### src/rtl/au_pkg.sv
// Shared definitions for the multiply sequencer and its neighbouring add/sub unit.
package au_pkg;

    // Datapath width of the add/subtract unit.
    localparam int AU_W = 16;

    // Sequencer states.
    typedef enum logic [1:0] {
        IDLE = 2'd0,
        RUN  = 2'd1,
        DONE = 2'd2
    } state_e;

    // Adder op-select encodings.
    localparam logic AU_ADD = 1'b0;
    localparam logic AU_SUB = 1'b1;

endpackage

### src/rtl/au16_mul_seq.sv
// Iterative shift-add multiplier that borrows the external 16-bit add/sub unit.
// Each RUN cycle adds (Q[0] ? M : 0) to the high half P, then shifts {P,Q}
// right by one. The bit shifted into P[15] comes from the adder's carry for
// unsigned operands, or from its true-sign flag for signed ones. A signed
// multiplier's sign bit carries negative weight, so the last step subtracts.
module au16_mul_seq
    import au_pkg::*;
#(
    parameter int W     = 16,
    parameter int STEPS = W
) (
    input  logic              clk,
    input  logic              rst_n,
    input  logic              start_valid,
    output logic              start_ready,
    input  logic              start_signed,
    input  logic [W-1:0]      start_a,
    input  logic [W-1:0]      start_b,
    output logic [W-1:0]      au_a,
    output logic [W-1:0]      au_b,
    output logic              au_op_sel,
    input  logic [W-1:0]      au_res,
    input  logic              au_c,
    input  logic              au_n,
    output logic              out_valid,
    input  logic              out_ready,
    output logic [2*W-1:0]    out_prod,
    output logic              out_zero
);

    // The sequencer is tied to the adder it drives; reject any other width.
    generate
        if (W != AU_W) begin : g_bad_width
            $error("au16_mul_seq: W must equal AU_W (16)");
        end
    endgenerate

    localparam int CW = $clog2(STEPS) + 1;

    state_e        state_q, state_d;
    logic [W-1:0]  m_q, p_q, q_q;
    logic          sgn_q;
    logic [CW-1:0] cnt_q;
    logic          last_step;
    logic          sh;

    assign last_step = (cnt_q == CW'(STEPS - 1));
    // Bit 16 of the partial sum: carry when unsigned, true sign when signed.
    assign sh        = sgn_q ? au_n : au_c;

    // State register.
    always_ff @(posedge clk or negedge rst_n) begin
        if (!rst_n) state_q <= IDLE;
        else        state_q <= state_d;
    end

    // Next-state logic.
    always_comb begin
        state_d = state_q;
        unique case (state_q)
            IDLE:    if (start_valid) state_d = RUN;
            RUN:     if (last_step)   state_d = DONE;
            DONE:    if (out_ready)   state_d = IDLE;
            default:                  state_d = IDLE;
        endcase
    end

    // Handshake and adder-drive outputs; the adder sees zeros outside RUN.
    always_comb begin
        start_ready = 1'b0;
        out_valid   = 1'b0;
        au_a        = '0;
        au_b        = '0;
        au_op_sel   = AU_ADD;
        unique case (state_q)
            IDLE: start_ready = 1'b1;
            RUN: begin
                au_a      = p_q;
                au_b      = q_q[0] ? m_q : '0;
                au_op_sel = (sgn_q && q_q[0] && last_step) ? AU_SUB : AU_ADD;
            end
            DONE:    out_valid = 1'b1;
            default: ;
        endcase
    end

    // Operand load on accept, shift-accumulate while running; held otherwise.
    always_ff @(posedge clk or negedge rst_n) begin
        if (!rst_n) begin
            m_q   <= '0;
            p_q   <= '0;
            q_q   <= '0;
            sgn_q <= 1'b0;
            cnt_q <= '0;
        end else if (state_q == IDLE && start_valid) begin
            m_q   <= start_a;
            q_q   <= start_b;
            p_q   <= '0;
            sgn_q <= start_signed;
            cnt_q <= '0;
        end else if (state_q == RUN) begin
            p_q   <= {sh, au_res[W-1:1]};
            q_q   <= {au_res[0], q_q[W-1:1]};
            cnt_q <= cnt_q + CW'(1);
        end
    end

    assign out_prod = {p_q, q_q};
    assign out_zero = (state_q == DONE) && ({p_q, q_q} == '0);

endmodule

### config.mk
export PLATFORM = sky130hd
export DESIGN_NAME = au16_mul_seq
export DESIGN_NICKNAME = d
export VERILOG_FILES = /design/src/rtl/au_pkg.sv /design/src/rtl/au16_mul_seq.sv
export SDC_FILE = /design/constraint.sdc
export NUM_CORES = 1
export LEC_CHECK = 0
export CAP_MARGIN = 20
export CORE_UTILIZATION = 41
export DETAILED_ROUTE_END_ITERATION = 8
export GPL_TIMING_DRIVEN = 0
export PLACE_DENSITY = 0.85
export SLEW_MARGIN = 30
export SYNTH_ARGS = -nofsm -noshare
export SYNTH_HDL_FRONTEND = slang
export SYNTH_SLANG_ARGS = --single-unit
### constraint.sdc
create_clock -name clk -period 2 [get_ports clk]
set_input_delay 0.4 -clock clk [delete_from_list [all_inputs] [get_ports clk]]
set_output_delay 0.4 -clock clk [all_outputs]
set_load 0.005 [all_outputs]
After elaboration in Yosys (flattened, before gate mapping)
Cells that the tools add are included.
{"block": "totals", "regBits": 56, "inputBits": 55, "out_inout_bits": 68, "wordCells": 39}
{"block": "classes", "add_sub_neg": 1, "n_eq_ne": 6, "n_mux": 18, "n_reduce_logical": 8}
{"op": "16-bit two-way mux", "n": 7}
{"op": "32-bit logical NOT", "n": 1}
{"op": "5-bit two-way mux", "n": 2}
{"op": "2-bit two-way mux", "n": 3}
{"op": "2-bit inequality test, second input constant", "n": 3}
{"op": "2-bit case mux with 3 select lines", "n": 1}
{"op": "5-bit by 1-bit adder with 5-bit output, second input constant", "n": 1}
{"op": "5-bit by 4-bit == test with 1-bit output, second input constant", "n": 1}
{"op": "1-bit two-way mux", "n": 5}
{"op": "1-bit logical AND", "n": 4}
{"op": "3-bit AND reduction", "n": 1}
{"op": "2-bit by 1-bit == test with 1-bit output, second input constant", "n": 1}
{"op": "2-bit == test, second input constant", "n": 1}
{"op": "2-bit logical NOT", "n": 1}
{"op": "2-bit nonzero test", "n": 1}

Longest topological paths before layout
{"block": "logic_depth", "ltp_word": 4, "depth_mapped": 5, "mapped_depth_nobuf": 5}

Worst setup path before layout
No wires, ideal clock.
{"block": "synth_timing", "path_kind": "register to output", "start": "register q_q[0]", "end": "output port out_zero", "arrival_ps": 1180, "path_slack_ps": 420, "stages_incl_launch_ff": 3, "path_cell_list": "dfrtp_1 > or4_1 > nor4_1"}
{"block": "synth_between", "elab_chain_len": 2}
{"element": "from (decl)", "line_no": "au16_mul_seq.sv:41", "text": "logic [W-1:0] m_q, p_q, q_q;"}
{"element": "from (signal assigned)", "line_no": "au16_mul_seq.sv:97", "text": "q_q <= start_b;"}
{"element": "from (signal assigned)", "line_no": "au16_mul_seq.sv:103", "text": "q_q <= {au_res[0], q_q[W-1:1]};"}
{"element": "32-bit logical NOT", "line_no": "au16_mul_seq.sv:109", "text": "assign out_zero = (state_q == DONE) && ({p_q, q_q} == '0);"}
{"element": "1-bit logical AND", "line_no": "au16_mul_seq.sv:109"}
{"element": "to (decl)", "line_no": "au16_mul_seq.sv:28", "text": "output logic out_zero"}
No other way between the ends.

Worst setup path in the final report
{"block": "layout_timing", "start": "register q_q[5]", "end": "output port out_zero"}
Same word-level chain as after synthesis.

==> results.yml <==
detailed_routing:
  drtIter0Drc: 146
  drc: 0
  avgViaCountPerCell: 5.394
  wl_per_cell_um: 17.78
  drt-total-wl_um: 8569
  antenna_left: 0
  vias: 2600
  dr.pass1.iters: 5
timing:
  max-slew-margin-rel_pct: 69.78
  hold_viol: 0
  rsz0062_at_grt: "true"
  maxSlewViolCount: 0
  finalCriticalPeriod_ns: 2.108
  whs_ns: 0.5162
  max_slew.worst_pin.slew_ns: 0.4528
  fin_tns_setup_ns: -0.1098
  setup_violations: 2
  fin_skew_ns: 0.01005
  fin_crit_sh_pct: 105.4
  max_freq_mhz: 474.4
  finalWorstSetupSlack_ns: -0.1079
critical_path:
  critPathBufInv: 1
  endpoint_kind: "output pin"
  reg2reg_slack_ns: 0.20
  critical_path_arrival_ns: 1.71
  slowest_stage: "dfrtp_2"
  required_ns: 1.60
  path_class: "flop to output pin"
  cp_slowest_stage_delay_ns: 0.48
  critPathTopFamily: "simple AND/OR/NAND/NOR gates"
  cp-start-kind: "flop"
  crit_chain: "nor4_4, nand4_1, nor4_2, buf_2"
  cp_max_fo: 4
yosys:
  synth_fa_ha_area_share_pct: 0.9592
  synthXorXnorAreaFrac_pct: 0.3357
  syn_nets: 316
  synth_flop_cell: "dfrtp_1"
  ys_ff_latch: 56
  async_flop_share_pct: 100.0
  ys_warn_count: 0
  muxShareOfSynthArea_pct: 7.722
  synth_top_area_share_pct: 53.72
  synth_area_per_cell_um2: 10.07
  synth-seq-area-share_pct: 53.72
  syn_inst: 259
  synth-edff-count: 0
  synth_compound_area_share_pct: 9.880
  synth.area.top_cells: "dfrtp_1, nand2_1, mux2_2, a22oi_1, and3_1"
  syn_area_um2: 2609
  synth.distinct_cells: 30
  synth_top_family_by_area: "simple AND/OR/NAND/NOR gates"
  yosysTopAreaCell: "dfrtp_1"
  yosys.area_share.simple_pct: 23.12
final_layout:
  antenna_cells: 0
  final_util_pct: 70.68
  drive_gt1_share_pct: 21.62
  syn_to_final_growth_pct: 63.26
  final_cell_mix: "clkdlybuf4s50_1, nand2_1, dfrtp_1"
  design_area_um2: 4259
  layout.nets: 463
  n_fill_cell: 486
  mostFrequentLayoutCell: "clkdlybuf4s50_1"
die:
  num_rows: 28
  ios: 123
  dieArea_um2: 6686
  die_w_um: 81.77
  initial_core_util_pct: 43.29
  die_y_um: 81.77
  core-area_um2: 6026
placed_design:
  dp_slack_ns: -0.2416
  placed_cell_area_um2: 3941
  port_buffers: 122
  place_congestion: 0.7684
  hpwl_um: 5969
global_route:
  grt_max_degree: 34
  overflow: 0
  track_usage_pct: 26.92
  grt_pass1_wl_um: 13540
  grt_pass1_vias: 2686
  antenna_found_initial: 0
pwr:
  max-vdd-ir-drop_mv: 0.6918
  p_leak_nw: 2.098
  power_density_nw_per_um2: 1383
cts:
  clockBufferDepth: 2
  htree_num_levels: 2
  numCtsBuffers: 5
  clk_latency_ns: 0.31
  cts_root_buf: "clkbuf_8"
  cts.clk_slew.worst_paths_ns: 0.11
  cts.sinks: 56
  cts_tree: "done"
outcome:
  outcome: "finished with violations"
  violations: "setup timing"
min_path:
  hold_path.class: "input port to asynchronous set/reset pin"
job:
  maxCapViolCount: 0
[kinds of logic (layout without fill, tap and decap cells)]
group	count (synthesis)	count (layout)
mux	18	18
simple gates	122	122
fa+ha+maj	2	2
flops	56	56
buf+inv	19	167
compound gates	41	41
xor+xnor	1	1
[per-stage QoR]
stage / power (mW) / cells
finish: 5.891 / 482
global route: 6.268 / 482
CTS: 5.832 / 481
detailed placement: 4.952 / 457
global placement: 4.815 / 456
floorplan: 3.283 / 259
[area by class of cell]
class                   instances  area (um2)  area share [%]
repair buffers                141        1358           31.87
well taps                      75       93.84           2.203
plain buffers                  16       123.9           2.908
inverters                       2       7.507          0.1763
clock buffers                   6       82.58           1.939
flip-flops and latches         56        1406           33.02
clock inverters                 2       13.76          0.3231
multi-input cells             184        1174           27.56
[synth_stat cells (3+ instances only)]
cell type  count
and3_1        17
a22oi_1       16
o22ai_1        3
mux2_2        17
nor4_1         8
dfrtp_1       56
and2_1        16
buf_4          4
clkbuf_1       3
nand2_1       70
o21ai_0       19
buf_2          7
[state kept, by name, indices dropped and copies added (netlist names)]
register	flops
m_q	16
cnt_q	5
state_q	2
q_q	16
sgn_q	1
p_q	16
[path summary, 6_finish.rpt]
| kind | startpoint | endpoint | depth (start not counted) |
|---|---|---|---|
| max | q_q[5] | out_zero | 4 |
| min | rst_n | p_q[6] | 2 |
| max reg2reg | state_q[0] | m_q[4] | 5 |
| min reg2reg | m_q[13] | m_q[13] | 1 |
| max in group asynchronous | rst_n | state_q[1] | 3 |
| min in group clk | m_q[13] | m_q[13] | 1 |
[where the power goes]
group	internal, mW	switching [mW]
clock network	0.284	0.383
logic	1.83	1.29
registers	1.64	0.462
[layer usage]
layer	vias up	track usage, %	part of all wire [%]
li1	1189	-	-
met1	1254	32.07	39
met2	141	46.86	49
met3	16	7.222	9.3
met4	0	8.772	1.8
met5	-	0	0
[repair_timing]
action                                 in CTS  in global routing
pin swaps                                   5                  1
gates cloned                                0                  0
gates resized for setup                    57                 40
endpoints found under the hold margin      23                  0
setup endpoints to repair                  35                 23
hold buffers                                1                  0
setup buffers                              15                  2
Power figures use the tool's default switching activity.
